[src/rtl/cpu_pkg.sv]
// Shared opcode map, ALU-op encodings, FSM state and control-bundle types
// for the multi-cycle CPU controller.
package cpu_pkg;

   localparam logic [3:0] OP_LW   = 4'b0000;
   localparam logic [3:0] OP_SW   = 4'b0001;
   localparam logic [3:0] OP_BEQ  = 4'b1011;
   localparam logic [3:0] OP_BNE  = 4'b1100;
   localparam logic [3:0] OP_JMP  = 4'b1101;
   localparam logic [3:0] OP_HALT = 4'b1111;

   localparam logic [1:0] ALU_ADD  = 2'b00;
   localparam logic [1:0] ALU_SUB  = 2'b01;
   localparam logic [1:0] ALU_FUNC = 2'b10;

   typedef enum logic [2:0] {
      S_FETCH,
      S_DECODE,
      S_EXEC,
      S_MEM,
      S_WB,
      S_HALT,
      S_ERROR
   } ctrl_state_t;

   typedef enum logic [2:0] {
      CL_LW,
      CL_SW,
      CL_RTYPE,
      CL_BRANCH,
      CL_JMP,
      CL_HALT,
      CL_ILLEGAL
   } instr_class_t;

   // Every control output the sequencer drives, bundled so it can be
   // defaulted and cleared as a unit.
   typedef struct packed {
      logic       ir_en;
      logic       pc_en;
      logic       jmp;
      logic       beq;
      logic       bne;
      logic       ram_read;
      logic       write_enable;
      logic       reg_write;
      logic       alu_src;
      logic       dest_reg;
      logic       mem_to_reg;
      logic [1:0] alu_op;
      logic       halted;
      logic       err;
   } ctrl_out_t;

endpackage

[src/rtl/opcode_decode.sv]
// Combinational opcode-to-instruction-class decoder.
module opcode_decode
   import cpu_pkg::*;
(
   input  logic [3:0]   op,
   output instr_class_t cls
);

   // Classify the 4-bit opcode; 1010 and 1110 fall through to illegal.
   always_comb begin
      cls = CL_ILLEGAL;
      case (op)
         OP_LW:   cls = CL_LW;
         OP_SW:   cls = CL_SW;
         4'b0010, 4'b0011, 4'b0100, 4'b0101,
         4'b0110, 4'b0111, 4'b1000, 4'b1001:
                  cls = CL_RTYPE;
         OP_BEQ,
         OP_BNE:  cls = CL_BRANCH;
         OP_JMP:  cls = CL_JMP;
         OP_HALT: cls = CL_HALT;
         default: cls = CL_ILLEGAL;
      endcase
   end

endmodule

[src/rtl/multicycle_ctrl.sv]
// Multi-cycle control sequencer: steps each instruction through
// FETCH/DECODE/EXEC/MEM/WB, handshakes RAM with mem_ready and traps
// HALT, illegal opcodes and memory timeouts.
module multicycle_ctrl
   import cpu_pkg::*;
#(
   parameter int unsigned MEM_TIMEOUT = 16,
   parameter int unsigned RETIRE_W    = 16
) (
   input  logic                clk,
   input  logic                reset,
   input  logic [3:0]          opcode,
   input  logic                mem_ready,
   output logic                ir_en,
   output logic                pc_en,
   output logic                jmp,
   output logic                beq,
   output logic                bne,
   output logic                ram_read,
   output logic                write_enable,
   output logic                reg_write,
   output logic                alu_src,
   output logic                dest_reg,
   output logic                mem_to_reg,
   output logic [1:0]          alu_op,
   output logic                halted,
   output logic                err,
   output logic [RETIRE_W-1:0] retired
);

   ctrl_state_t   state, next_state;
   logic [3:0]    op_q;
   logic [3:0]    dec_op;
   instr_class_t  cls;
   logic [7:0]    wait_cnt;
   ctrl_out_t     co;

   // One decoder serves both DECODE (live opcode, before op_q is loaded)
   // and the later states (latched op_q).
   assign dec_op = (state == S_DECODE) ? opcode : op_q;

   opcode_decode u_dec (
      .op  (dec_op),
      .cls (cls)
   );

   // State register.
   always_ff @(posedge clk) begin
      if (reset) state <= S_FETCH;
      else       state <= next_state;
   end

   // Capture the opcode while in DECODE.
   always_ff @(posedge clk) begin
      if (reset)                  op_q <= '0;
      else if (state == S_DECODE) op_q <= opcode;
   end

   // Count unanswered MEM cycles; cleared whenever MEM is not re-entered.
   always_ff @(posedge clk) begin
      if (reset)                                        wait_cnt <= '0;
      else if (state == S_MEM && next_state == S_MEM)   wait_cnt <= wait_cnt + 8'd1;
      else                                              wait_cnt <= '0;
   end

   // Retired-instruction counter, one per PC advance.
   always_ff @(posedge clk) begin
      if (reset)         retired <= '0;
      else if (co.pc_en) retired <= retired + RETIRE_W'(1);
   end

   // Next-state and control decode from state plus latched opcode.
   always_comb begin
      next_state = state;
      co         = '0;
      case (state)
         S_FETCH: begin
            co.ir_en   = 1'b1;
            next_state = S_DECODE;
         end
         S_DECODE: begin
            case (cls)
               CL_ILLEGAL: next_state = S_ERROR;
               CL_HALT:    next_state = S_HALT;
               default:    next_state = S_EXEC;
            endcase
         end
         S_EXEC: begin
            case (cls)
               CL_BRANCH: begin
                  co.beq     = (op_q == OP_BEQ);
                  co.bne     = (op_q == OP_BNE);
                  co.alu_op  = ALU_SUB;
                  co.pc_en   = 1'b1;
                  next_state = S_FETCH;
               end
               CL_JMP: begin
                  co.jmp     = 1'b1;
                  co.pc_en   = 1'b1;
                  next_state = S_FETCH;
               end
               CL_LW, CL_SW: begin
                  co.alu_src = 1'b1;
                  co.alu_op  = ALU_ADD;
                  next_state = S_MEM;
               end
               CL_RTYPE: begin
                  co.alu_op  = ALU_FUNC;
                  next_state = S_WB;
               end
               default: next_state = S_ERROR;
            endcase
         end
         S_MEM: begin
            co.alu_src      = 1'b1;
            co.alu_op       = ALU_ADD;
            co.ram_read     = (cls == CL_LW);
            co.write_enable = (cls == CL_SW);
            // Ready is checked before the timeout so it wins on the last cycle.
            if (mem_ready) begin
               if (cls == CL_LW) begin
                  next_state = S_WB;
               end else begin
                  co.pc_en   = 1'b1;
                  next_state = S_FETCH;
               end
            end else if (wait_cnt == 8'(MEM_TIMEOUT - 1)) begin
               next_state = S_ERROR;
            end
         end
         S_WB: begin
            co.reg_write = 1'b1;
            co.pc_en     = 1'b1;
            if (cls == CL_LW) begin
               co.mem_to_reg = 1'b1;
               co.alu_src    = 1'b1;
               co.alu_op     = ALU_ADD;
            end else begin
               co.dest_reg   = 1'b1;
               co.alu_op     = ALU_FUNC;
            end
            next_state = S_FETCH;
         end
         S_HALT:  co.halted = 1'b1;
         S_ERROR: co.err    = 1'b1;
         default: next_state = S_FETCH;
      endcase
      // Hold every output low while reset is asserted, even mid-access.
      if (reset) co = '0;
   end

   assign ir_en        = co.ir_en;
   assign pc_en        = co.pc_en;
   assign jmp          = co.jmp;
   assign beq          = co.beq;
   assign bne          = co.bne;
   assign ram_read     = co.ram_read;
   assign write_enable = co.write_enable;
   assign reg_write    = co.reg_write;
   assign alu_src      = co.alu_src;
   assign dest_reg     = co.dest_reg;
   assign mem_to_reg   = co.mem_to_reg;
   assign alu_op       = co.alu_op;
   assign halted       = co.halted;
   assign err          = co.err;

endmodule
[config.mk]
export PLATFORM = sky130hd
export DESIGN_NAME = multicycle_ctrl
export DESIGN_NICKNAME = d
export VERILOG_FILES = /design/src/rtl/cpu_pkg.sv /design/src/rtl/opcode_decode.sv /design/src/rtl/multicycle_ctrl.sv
export SDC_FILE = /design/constraint.sdc
export NUM_CORES = 1
export LEC_CHECK = 0
export ABC_AREA = 1
export BUFFER_PORTS_ARGS = -buffer_cell sky130_fd_sc_hd__buf_2
export CORE_ASPECT_RATIO = 0.6
export CORE_MARGIN = 2
export CORE_UTILIZATION = 55
export DETAILED_ROUTE_END_ITERATION = 8
export GPL_TIMING_DRIVEN = 0
export PLACE_DENSITY_LB_ADDON = 0.12
export SLEW_MARGIN = 10
export SYNTH_ARGS = -nofsm -noshare
export SYNTH_HDL_FRONTEND = slang
export SYNTH_HIERARCHICAL = 1
export SYNTH_SLANG_ARGS = --single-unit
[constraint.sdc]
create_clock -name clk -period 2.74 [get_ports clk]
set_input_delay 0.274 -clock clk [delete_from_list [all_inputs] [get_ports clk]]
set_output_delay 0.274 -clock clk [all_outputs]
set_load 0.01 [all_outputs]
### After elaboration in Yosys (flattened, before gate mapping)

Memories as Yosys holds them, arrays and structs flattened.
Index checks and enable logic that the tools add are counted.

* add/sub/neg operators: 2
* multiply operators: 0
* div/mod/pow operators: 0
* order comparisons: 0
* equality and inequality tests: 16
* shift-type cells: 0
* multiplexer cells: 27
* bitwise gates (word level): 1
* reductions and logical operators: 7

Operators by type and width (count)
* $eq A3 B3 Y1 const B: 6
* $add A16 B1 Y16 const B: 1
* $eq A3 B2 Y1 const B: 5
* $mux W15: 1
* $pmux W3 S5: 1
* $mux W3: 4
* $mux W1: 10
* $pmux W3 S3: 1
* $add A8 B1 Y8 const B: 1
* $eq A4 B4 Y1 const B: 2
* $eq A8 B4 Y1 const B: 1
* $mux W2: 4
* $pmux W2 S2: 2
* $reduce_or A2 Y1: 4
* $eq A3 B1 Y1 const B: 2
* $logic_not A3 Y1: 2
* $pmux W1 S3: 2
* $pmux W3 S2: 1
* $mux W4: 1
* $logic_and A1 B1 Y1: 1
* $not A1 Y1: 1

* register bits after elaboration: 31
* bits in latches: 0
* memory bits (writable): 0
* memory bits (read-only): 48
* input bits: 7
* word-level logic and storage cells: 58
* memories: 1

Memories
* (no name shown): depth 16, width 3, rd ports 1, clocked after Yosys merged registers in 0, wr ports 0, RTL line opcode_decode.sv:12 `case (op)`

### Longest topological paths before layout

Gate-level depths: netlist (run 1).
An unclocked memory read counts as a cell.

* depth in word-level cells: 11
* depth in mapped cells: 22
* gate-level depth less buffers: 21

### By module

Netlist (run 1), hierarchy kept.

Modules (own cells, without submodules)
* multicycle_ctrl: times used 1, cells an instance 285, area an instance 1940.6 um^2, sequential area each 620.6 um^2
* opcode_decode: times used 1, cells an instance 19, area an instance 97.6 um^2, sequential area each 0.0 um^2

### Worst setup path after synthesis (run 1)

No wires, ideal clock.

* kind: register -> register
* from: register state[0]
* to: register retired[4]
* setup time: 0.139 ns
* arrival time: 2.383 ns
* data required time: 2.601 ns
* setup slack: 0.218 ns
* stages on the path, launching flop included: 23
* clock period less this slack: 2.522 ns
* path through: dfxtp_1 > inv_1 > nor2_1 > nand2_1 > inv_1 > buf_2 > nand2_1 > o21ai_1 > inv_1 > ha_1 > inv_1 > nand2_1 > nand3_1 > nand2_1 > inv_1 > nand3_2 > nand2_1 > nand2_4 > nand3_4 > nand2_4 > buf_12 > nand2_2 > a21oi_2

* longest elaborated chain between the ends: 8

Ends and longest elaborated chain
* from (decl): RTL line multicycle_ctrl.sv:31 `ctrl_state_t state, next_state;`
* from (signal assigned): RTL line multicycle_ctrl.sv:50 `else state <= next_state;`
* $eq A3 B1 Y1 (*): RTL line multicycle_ctrl.sv:40 `assign dec_op = (state == S_DECODE) ? opcode : op_q;`
* $mux W4 (*)
* named net dec_op[1]: RTL line multicycle_ctrl.sv:33 `logic [3:0] dec_op;`
* $mem_v2 Z16 W3 (*)
* named net cls[0]: RTL line multicycle_ctrl.sv:34 `instr_class_t cls;`
* $eq A3 B3 Y1, or another cell as far along: RTL line multicycle_ctrl.sv:89 `case (cls)`
* $reduce_or A2 Y1 (no source line) / $mux W1 (equally long branches)
* $mux W1, on equally long branches: RTL line multicycle_ctrl.sv:89, multicycle_ctrl.sv:120
* $pmux W1 S3 (*): RTL line multicycle_ctrl.sv:76 `case (state)`
* $mux W15 (*): RTL line multicycle_ctrl.sv:149 `if (reset) co = '0;`
* to (signal assigned): RTL line multicycle_ctrl.sv:69 `else if (co.pc_en) retired <= retired + RETIRE_W'(1);`
* to (decl): RTL line multicycle_ctrl.sv:28 `output logic [RETIRE_W-1:0] retired`

Mark *: on every way through the listed nets, which the timed path passes. The rest lies on a longest branch.
A chain may end at the register's enable or synchronous reset.

### Worst setup path in the final report (run 1)

* from: register state[0]
* to: output beq

* longest elaborated chain between the ends: 7

Ends and longest elaborated chain
* $eq A3 B1 Y1: RTL line multicycle_ctrl.sv:40
* $mux W4
* named net dec_op[1]: RTL line multicycle_ctrl.sv:33
* $mem_v2 Z16 W3
* named net cls[0]: RTL line multicycle_ctrl.sv:34
* $eq A3 B2 Y1: RTL line multicycle_ctrl.sv:89
* $mux W2: RTL line multicycle_ctrl.sv:89
* $mux W3: RTL line multicycle_ctrl.sv:76
* $mux W15: RTL line multicycle_ctrl.sv:149
* to (decl): RTL line multicycle_ctrl.sv:17 `output logic beq,`

The timed path passes the listed nets, and every way through them passes these cells.

==> run_results.csv, run 1 <==
group,metric,value,unit
sta,holdWs,0.3022,ns
setup_path,required,2.47,ns
sta,worstMarginPinSlew,0.7336,ns
yosys,synth-seq-cells,31,
clock_network,numCtsBuffers,5,
sta,hold_viol,0,
power_and_ir_drop,power_leakage,1.161,nW
die,dieWidth,82.59,microns
drt,viasPerCell,5.550,
global_route,grt-ovfl-total,0,
place,dp.cells,387,
drt,routed_wl,6.002,mm
worst_hold_path,hold_path_class,"input port to flop",
sta,skew,0.01022,ns
drt,vias,2292,
yosys,async_flop_share,0,%
clock_network,worstSkewPairLatency,0.29,ns
yosys,synth-edff-count,0,
final_layout,final_core_utilization,74.43,%
outcome,violations,"negative setup slack",
final_layout,stdcell_count,413,
sta,slew_headroom,51.09,%
sta,fin_crit_sh,101.0,%
power_and_ir_drop,clockPowerShare,15.7,%
final_layout,synthToLayoutAreaGrowth,32.04,%
global_route,antenna_found_initial,0,
clock_network,clock-sinks,31,
outcome,status,"complete, but fails checks",
power_and_ir_drop,p_sw,0.001061,W
setup_path,arrival,2.49,ns
power_and_ir_drop,peakVddDrop,0.9852,mV
yosys,synth_top_family_by_area,"simple AND/OR/NAND/NOR gates",
yosys,synth_top_area_share,30.45,%
sta,rsz0062_at_grt,"true",
sta,setup_slack,-0.02755,ns
global_route,grt_usage,30.12,%
flow_run,drv_cap,0,
die,ioPinCount,38,
setup_path,start_kind,"flop",
drt,drtPass1Iterations,5,
yosys,avgSynthCellArea,6.705,sq um
setup_path,crit_type,"flop to output pin",
place,post-dp-hpwl,3.872,mm
final_layout,diodes,0,
drt,drtIter0Drc,190,
final_layout,design_area,2691,sq um
yosys,yosys-mux-area-fraction,0,%
clock_network,cts_tree,"yes",
global_route,grt_max_degree,11,
place,gp_congestion,0.8933,
yosys,netlist_area,2038,sq um
yosys,ys.flop_type,"dfxtp_1",
power_and_ir_drop,power_density,849.7,nW/um^2
clock_network,h-tree-depth,2,
sta,period_minus_slack,2.768,ns
sta,report.final.slew_viol_count,0,
sta,setup_viol,2,
power_and_ir_drop,seq_power_share,23.5,%
die,initial_core_util,56.37,%
final_layout,nets,376,
yosys,synthCells,304,
place,placed_cell_area,2277,sq um
clock_network,root_buffer,"clkbuf_8",
final_layout,layout_commonest_cell,"nand2_1",
place,numPortBuffers,36,
die,die_y,51.16,microns
final_layout,mostFrequentLayoutCells,"nand2_1 (56), buf_2 (39), nor2_1 (35)",
power_and_ir_drop,internal_power,0.001226,W
yosys,synth_fa_ha_area_share,2.455,%
drt,ant_nets,0,
clock_network,clk_pin_slew_worst_paths,0.07,ns
die,core_area,3616,sq um
power_and_ir_drop,power_frac_comb,60.8,%
yosys,yosysWarnings,6,
clock_network,cts_buffer_depth,2,
power_and_ir_drop,switching_share,46.39,%
drt,drc_errors,0,
yosys,synth_compound_area_share,9.761,%
final_layout,drive_gt1_share,37.43,%
yosys,synth_xor_area_share,4.297,%
global_route,grt_first_pass_wirelength,9.487,mm
yosys,syn_nets,315,
yosys,synth_simple_gate_area_share,43.59,%
yosys,seq_area_frac_synth,30.45,%
global_route,grt_pass1_vias,2028,
die,rows,17,
drt,wl_per_cell,14.53,microns
setup_path,cp-end-kind,"output pin",
yosys,yosys.area.top_type,"dfxtp_1",
place,pre_cts_ws,-0.3051,ns
yosys,yosys-top-cells-area,"dfxtp_1 (30%), nand2_1 (12%), nand3_1 (8.3%), nor2_1 (7.2%), inv_1 (5.5%)",
yosys,synthDistinctLibCells,32,
setup_path,crit_fanout,5,
sta,fmax,361.3,MHz
die,dieArea,4225,sq um
## layout make-up
| type | instances | area, sq um |
|---|---|---|
| fillers | 276 | 924.6 |
| plain buffers | 8 | 60.06 |
| clock inverters | 2 | 12.51 |
| flip-flops and latches | 31 | 629.4 |
| repair buffers | 54 | 320.3 |
| multi-input cells | 228 | 1389 |
| clock buffers | 6 | 72.57 |
| well taps | 47 | 58.81 |
| inverters | 37 | 148.9 |
## what timing repair did
action                                  CTS  global route
hold buffers                              0             0
gates resized for setup                  30            28
buffers inserted                         12             5
endpoints found under the setup margin   27            23
pin swaps                                 8            10
gates cloned                              1             0
## power groups by stage
stage               sequential (W)  clock [W]  combinational (W)
detailed placement        0.000547          0           0.000734
CTS                       0.000534   0.000364            0.00103
finish                    0.000537   0.000358            0.00139
floorplan                 0.000541          0           0.000570
global route              0.000541   0.000384            0.00150
global placement          0.000547          0           0.000714
## per-stage QoR
stage	power, W	setup TNS (ns)
global route	0.002421	-0.5645
CTS	0.001933	-0.03158
finish	0.002287	-0.03433
floorplan	0.001111	0
global placement	0.001260	-2.987
detailed placement	0.001280	-4.664
## worst paths after layout
kind / startpoint / to / slack, ns / cells past startpoint
hold reg to reg: wait_cnt[0]$_SDFF_PP0_ / wait_cnt[0]$_SDFF_PP0_ / 0.47 / 1
setup / recovery: state[0]$_SDFF_PP0_ / beq / -0.03 / 19
setup reg to reg: state[0]$_SDFF_PP0_ / retired[12]$_SDFFE_PP0P_ / 0.16 / 22
hold / removal: reset / retired[2]$_SDFFE_PP0P_ / 0.30 / 2
## logic make-up (layout without fill, tap and decap cells)
kind of cell               after synthesis  in the layout
adders and majority gates                4              4
buffers and inverters                   45            107
DFF                                     31             31
AOI/OAI and AO/OA                       31             31
xor gates and xnor gates                10             10
and+or+nand+nor                        183            183
## cell usage after synthesis (4+ instances only)
| cell type | count |
|---|---|
| a21oi_1 | 10 |
| a21oi_2 | 10 |
| dfxtp_1 | 31 |
| ha_1 | 4 |
| inv_1 | 30 |
| inv_2 | 7 |
| nand2_1 | 65 |
| nand2_2 | 6 |
| nand2_4 | 6 |
| nand3_1 | 34 |
| nand4_1 | 10 |
| nor2_1 | 39 |
| nor3_1 | 7 |
| o21ai_0 | 5 |
| xor2_1 | 7 |
## registers in the layout, indices dropped and copies added (netlist names)
register / count
retired: 16
state: 3
wait_cnt: 8
op_q: 4
## worst max-delay path, cell delays in order, from the launching register on
cell,delay (ns)
dfxtp_2,0.33
inv_2,0.05
nor2_4,0.09
nand2_2,0.07
inv_2,0.08
buf_6,0.14
nand2_4,0.06
o21ai_4,0.07
inv_2,0.06
ha_4,0.26
inv_2,0.03
nand2_2,0.05
nand3_2,0.09
nand2_4,0.14
nand3_4,0.11
nor2_4,0.14
nand2_2,0.09
buf_6,0.14
nor2_2,0.06
buf_2,0.13
## per-layer routing
layer  track usage [%]  vias to the layer above  routed length, microns
li1                  -                     1109                       -
met1             44.58                     1060                    2840
met2             40.86                      109                    2483
met3             8.304                       14                     596
met4             11.75                        0                      81
met5                 0                        -                       0
Power figures use the tool's default switching activity.
==> inputs of run 2 (changes only) <==
--- a/config.mk
+++ b/config.mk
@@ -6,7 +6,8 @@
 export NUM_CORES = 1
 export LEC_CHECK = 0
 export ABC_AREA = 1
-export BUFFER_PORTS_ARGS = -buffer_cell sky130_fd_sc_hd__buf_2
+export ABC_CLOCK_PERIOD_IN_PS = 2740
+export BUFFER_PORTS_ARGS = -buffer_cell sky130_fd_sc_hd__buf_4
 export CORE_ASPECT_RATIO = 0.6
 export CORE_MARGIN = 2
 export CORE_UTILIZATION = 55
==> run_results.csv, run 2 (synthesis results as in run 1) <==
group,metric,value,unit
outcome,status,"complete, but fails checks",
final_layout,drive_gt1_share,38.59,%
global_route,grtUsageMet2,39.52,%
setup_path,arrival,2.52,ns
clock_network,root_buffer,"clkbuf_8",
die,rows,17,
outcome,violations,"negative setup slack",
drt,ant_nets,0,
clock_network,numCtsBuffers,5,
sta,holdWs,0.3117,ns
place,placed_cell_area,2367,sq um
die,ioPinCount,38,
final_layout,stdcell_count,415,
sta,hold_viol,0,
place,gp_congestion,0.8685,
setup_path,crit_fanout,5,
die,core_area,3616,sq um
worst_hold_path,hold_path_class,"input port to flop",
final_layout,design_area,2855,sq um
final_layout,seq_area,629.4,sq um
drt,routed_wl,6.354,mm
place,numPortBuffers,36,
drt,drtIter0Drc,162,
die,dieArea,4225,sq um
sta,report.final.slew_viol_count,0,
clock_network,h-tree-depth,2,
clock_network,clk_pin_slew_worst_paths,0.07,ns
global_route,grt_usage,29.39,%
setup_path,cp-end-kind,"output pin",
final_layout,synthToLayoutAreaGrowth,40.09,%
setup_path,required,2.47,ns
clock_network,ctsHoldBuffers,0,
final_layout,top_register,"retired",
final_layout,top_regs,"retired x16, wait_cnt x8, op_q x4",
sta,setup_slack,-0.05469,ns
setup_path,start_kind,"flop",
clock_network,cts_buffer_depth,2,
setup_path,max_stage_delay,0.32,ns
final_layout,multi_input_area,1430,sq um
final_layout,layout_commonest_cell,"nand2_1",
setup_path,crit_chain,"inv_2, nor2_4, nand2_2, inv_2, buf_6, buf_6, a21oi_4, ha_4, inv_1, nand2_2, nand3_4, nand2_8, inv_6, nand2_4, nor2_2, inv_1, a31oi_1, buf_4",
drt,viasPerCell,5.542,
global_route,grt_pass1_vias,1937,
final_layout,diodes,0,
drt,wl_per_cell,15.31,microns
sta,period_minus_slack,2.795,ns
global_route,grt_first_pass_wirelength,9.397,mm
flow_run,drv_cap,0,
global_route,grt_max_degree,11,
final_layout,nets,379,
clock_network,clock-sinks,31,
final_layout,nFillCells,262,
clock_network,worstSkewPairLatency,0.29,ns
place,post-dp-hpwl,3.956,mm
setup_path,crit_slowest_cell,"dfxtp_2",
power_and_ir_drop,power_density,844.2,nW/um^2
setup_path,reg2reg_slack,0.11,ns
global_route,grtUsageMet3,7.774,%
sta,slew_headroom,52.68,%
global_route,use_met1,45.68,%
global_route,grt-ovfl-total,0,
drt,drc_errors,0,
place,dp.cells,387,
final_layout,mostFrequentLayoutCells,"nand2_1 (55), buf_4 (54), nor2_1 (35)",
setup_path,crit_type,"flop to output pin",
die,dieWidth,82.59,microns
sta,skew,0.005776,ns
clock_network,cts_tree,"yes",
power_and_ir_drop,power_leakage,1.191,nW
sta,worstMarginPinSlew,0.7098,ns
sta,rsz0062_at_grt,"true",
sta,fin_crit_sh,102.0,%
sta,fmax,357.8,MHz
sta,setup_viol,3,
die,initial_core_util,56.37,%
die,die_y,51.16,microns
setup_path,cp_top_family,"buffers and inverters",
power_and_ir_drop,peakVddDrop,0.7805,mV
global_route,antenna_found_initial,0,
drt,drtPass1Iterations,4,
final_layout,final_core_utilization,78.96,%
global_route,grt_busiest_layer,"met1",
drt,vias,2300,
setup_path,crit_buf_inv,8,
final_layout,largest_reg_flops,16,
run 2: cell types whose count changed in the layout (fill, tap and decap cells not counted), moves of 2 or more:
cell | previous run | this run
buf_4 | 16 | 54
nand3_4 | 3 | 5
nand3_2 | 3 | 1
buf_6 | 3 | 5
buf_2 | 39 | 2
run 2: timing repair:
action,in CTS,in global routing
resized for setup,31,35
hold endpoints to repair,0,0
endpoints found under the setup margin,27,25
setup buffers,11,10
pin swaps,11,11
cloned,0,0
run 2: path summary, 6_finish.rpt:
kind / start / end / cells past startpoint
worst max-delay path: state[0]$_SDFF_PP0_ / alu_src / 18
worst min-delay path: reset / retired[2]$_SDFFE_PP0P_ / 2
worst max register to register: state[0]$_SDFF_PP0_ / retired[3]$_SDFFE_PP0P_ / 19
worst min register to register: wait_cnt[0]$_SDFF_PP0_ / wait_cnt[0]$_SDFF_PP0_ / 1
run 2: metrics by stage:
stage	total power (W)	worst slack (ns)	setup TNS [ns]
2_1_floorplan	0.001111	0.2177	0
3_3_place_gp	0.001282	-0.2414	-3.065
3_5_place_dp	0.001305	-0.3371	-5.781
4_1_cts	0.001939	0.01504	0
5_1_grt	0.002525	-0.1536	-0.9487
6_report	0.002410	-0.05469	-0.07572
run 2: metal layers:
metal,wire length [microns],up-vias
li1,-,1115
met3,580,16
met1,3021,1055
met4,108,0
met5,0,-
met2,2643,114
run 2: power by group:
group,internal (W),leakage [nW],switching [W]
Clock,0.000197,0.0470,0.000181
Sequential,0.000502,0.252,0.0000396
Combinational,0.000600,0.892,0.000891
run 2: cell type report:
type / count / area share (%)
plain buffers: 8 / 2.235
well taps: 47 / 2.060
clock buffers: 6 / 2.892
clock inverters: 1 / 0.1753
multi-input cells: 228 / 50.09
inverters: 37 / 5.127
flip-flops and latches: 31 / 22.04
repair buffers: 57 / 15.38
run 2: worst reg2reg max path, delay by kind of cell (launching register included):
family | cells | cell delay [ns]
buffers and inverters | 7 | 0.90
AND/OR/NAND/NOR | 9 | 0.81
AO/OA/AOI/OAI | 3 | 0.52
flip-flops | 1 | 0.33
==> inputs of run 3 (changes only) <==
--- a/config.mk
+++ b/config.mk
@@ -14,6 +14,7 @@
 export DETAILED_ROUTE_END_ITERATION = 8
 export GPL_TIMING_DRIVEN = 0
 export PLACE_DENSITY_LB_ADDON = 0.12
+export RECOVER_POWER = 50
 export SLEW_MARGIN = 10
 export SYNTH_ARGS = -nofsm -noshare
 export SYNTH_HDL_FRONTEND = slang
==> run_results.csv, run 3 (synthesis results as in run 1) <==
group,metric,value,unit
outcome,status,"complete, but fails checks",
outcome,violations,"negative setup slack",
power_and_ir_drop,peakVddDrop,0.7826,mV
final_layout,mostFrequentLayoutCells,"nand2_1 (55), buf_4 (40), nor2_1 (35)",
sta,fin_crit_sh,101.9,%
global_route,antenna_found_initial,0,
setup_path,cp_top_family,"buffers and inverters",
sta,setup_viol,3,
worst_hold_path,hold_path_class,"input port to flop",
final_layout,diodes,0,
sta,fmax,358.2,MHz
clock_network,worstSkewPairLatency,0.29,ns
sta,rsz0062_at_grt,"true",
final_layout,layout_commonest_cell,"nand2_1",
clock_network,clk_pin_slew_worst_paths,0.07,ns
sta,fin_tns_setup,-0.07377,ns
drt,routed_wl,6.355,mm
power_and_ir_drop,power_leakage,1.131,nW
sta,period_minus_slack,2.792,ns
drt,drc_errors,0,
clock_network,root_buffer,"clkbuf_8",
global_route,grt_first_pass_wirelength,9.397,mm
setup_path,crit_chain,"inv_2, nor2_4, nand2_2, inv_2, buf_6, buf_6, a21oi_4, ha_4, inv_1, nand2_2, nand3_4, nand2_8, inv_6, nand2_4, nor2_2, inv_1, a31oi_1, buf_4",
flow_run,drv_cap,0,
drt,drtIter0Drc,155,
global_route,grt-ovfl-total,0,
place,gp_congestion,0.8685,
final_layout,largest_reg_flops,16,
clock_network,cts_buffer_depth,2,
global_route,grt_pass1_vias,1937,
clock_network,numCtsBuffers,5,
die,dieWidth,82.59,microns
sta,skew,0.005893,ns
clock_network,ctsHoldBuffers,0,
clock_network,h-tree-depth,2,
setup_path,max_stage_delay,0.32,ns
place,numPortBuffers,36,
die,rows,17,
drt,wl_per_cell,15.31,microns
setup_path,start_kind,"flop",
die,dieArea,4225,sq um
drt,drtPass1Iterations,5,
clock_network,clock-sinks,31,
final_layout,design_area,2803,sq um
power_and_ir_drop,power_density,858.1,nW/um^2
die,die_y,51.16,microns
sta,holdWs,0.3092,ns
global_route,grt_max_degree,11,
final_layout,nets,379,
final_layout,drive_gt1_share,34.78,%
clock_network,cts_tree,"yes",
setup_path,crit_fanout,5,
final_layout,top_regs,"retired x16, wait_cnt x8, op_q x4",
place,placed_cell_area,2367,sq um
setup_path,required,2.47,ns
drt,viasPerCell,5.557,
drt,vias,2306,
sta,worstMarginPinSlew,0.7058,ns
drt,ant_nets,0,
sta,report.final.slew_viol_count,0,
die,initial_core_util,56.37,%
sta,hold_viol,0,
setup_path,crit_buf_inv,8,
sta,setup_slack,-0.05192,ns
final_layout,synthToLayoutAreaGrowth,37.51,%
setup_path,crit_type,"flop to output pin",
setup_path,cp-end-kind,"output pin",
final_layout,stdcell_count,415,
place,dp.cells,387,
setup_path,crit_slowest_cell,"dfxtp_2",
final_layout,final_core_utilization,77.51,%
sta,slew_headroom,52.95,%
global_route,grt_usage,29.39,%
setup_path,arrival,2.52,ns
die,core_area,3616,sq um
final_layout,top_register,"retired",
place,post-dp-hpwl,3.956,mm
die,ioPinCount,38,
run 3: cell types whose count changed in the layout (fill, tap and decap cells not counted):
cell / change
clkbuf_1: +14
buf_4: -14
run 3: worst register-to-register path: stages (launching register included):
cell and delay, ns:
dfxtp_2 0.33, inv_2 0.05, nor2_4 0.10, nand2_2 0.08, inv_2 0.08, buf_6 0.12, buf_4 0.15, nand2_1 0.10
o21ai_4 0.11, nand2_2 0.12, a21oi_4 0.25, buf_4 0.17, nand3_4 0.10, nand2_4 0.08, nand2_4 0.05, nand3_4 0.08
buf_4 0.17, buf_6 0.16, nand3_1 0.11, a21oi_2 0.16
run 3: area by class of cell:
| type | instances | area (sq um) |
|---|---|---|
| clock inverters | 1 | 5.005 |
| flip-flops and latches | 31 | 629.4 |
| repair buffers | 57 | 386.6 |
| well taps | 47 | 58.81 |
| clock buffers | 6 | 82.58 |
| fillers | 273 | 813.3 |
| multi-input cells | 228 | 1430 |
| inverters | 37 | 146.4 |
| plain buffers | 8 | 63.81 |
run 3: stage by stage:
stage | setup WS, ns | total power (W)
final | -0.05192 | 0.002405
after CTS | 0.01504 | 0.001939
after detailed placement | -0.3371 | 0.001305
after global placement | -0.2414 | 0.001282
after global routing | -0.1536 | 0.002520
after floorplan | 0.2177 | 0.001111
run 3: worst paths after layout:
kind | from | end | slack, ns | cells past startpoint
worst max-delay path | state[0]$_SDFF_PP0_ | alu_src | -0.05 | 18
worst min-delay path | reset | retired[2]$_SDFFE_PP0P_ | 0.31 | 2
worst min register to register | wait_cnt[0]$_SDFF_PP0_ | wait_cnt[0]$_SDFF_PP0_ | 0.45 | 1
worst max register to register | state[0]$_SDFF_PP0_ | retired[3]$_SDFFE_PP0P_ | 0.11 | 19
run 3: per-layer routing:
metal | GRT usage, % | vias to the layer above | wire [microns] | part of all wire (%)
met2 | 39.52 | 113 | 2678 | 42
met3 | 7.774 | 11 | 609 | 9.6
met4 | 7.104 | 0 | 75 | 1.2
li1 | - | 1113 | - | -
met5 | 0 | - | 0 | 0
met1 | 45.68 | 1069 | 2991 | 47
run 3: what timing repair did:
item / in CTS / in global routing
endpoints found under the setup margin: 27 / 25
pin swaps: 11 / 11
resized for setup: 31 / 35
buffers inserted: 11 / 10
run 3: where the power goes:
| part | leakage [nW] | switching [W] | total, W | internal (W) |
|---|---|---|---|---|
| clock network | 0.0470 | 0.000180 | 0.000377 | 0.000197 |
| registers | 0.252 | 0.0000398 | 0.000541 | 0.000502 |
| logic | 0.832 | 0.000890 | 0.00149 | 0.000596 |
| total | 1.13 | 0.00111 | 0.00240 | 0.00129 |
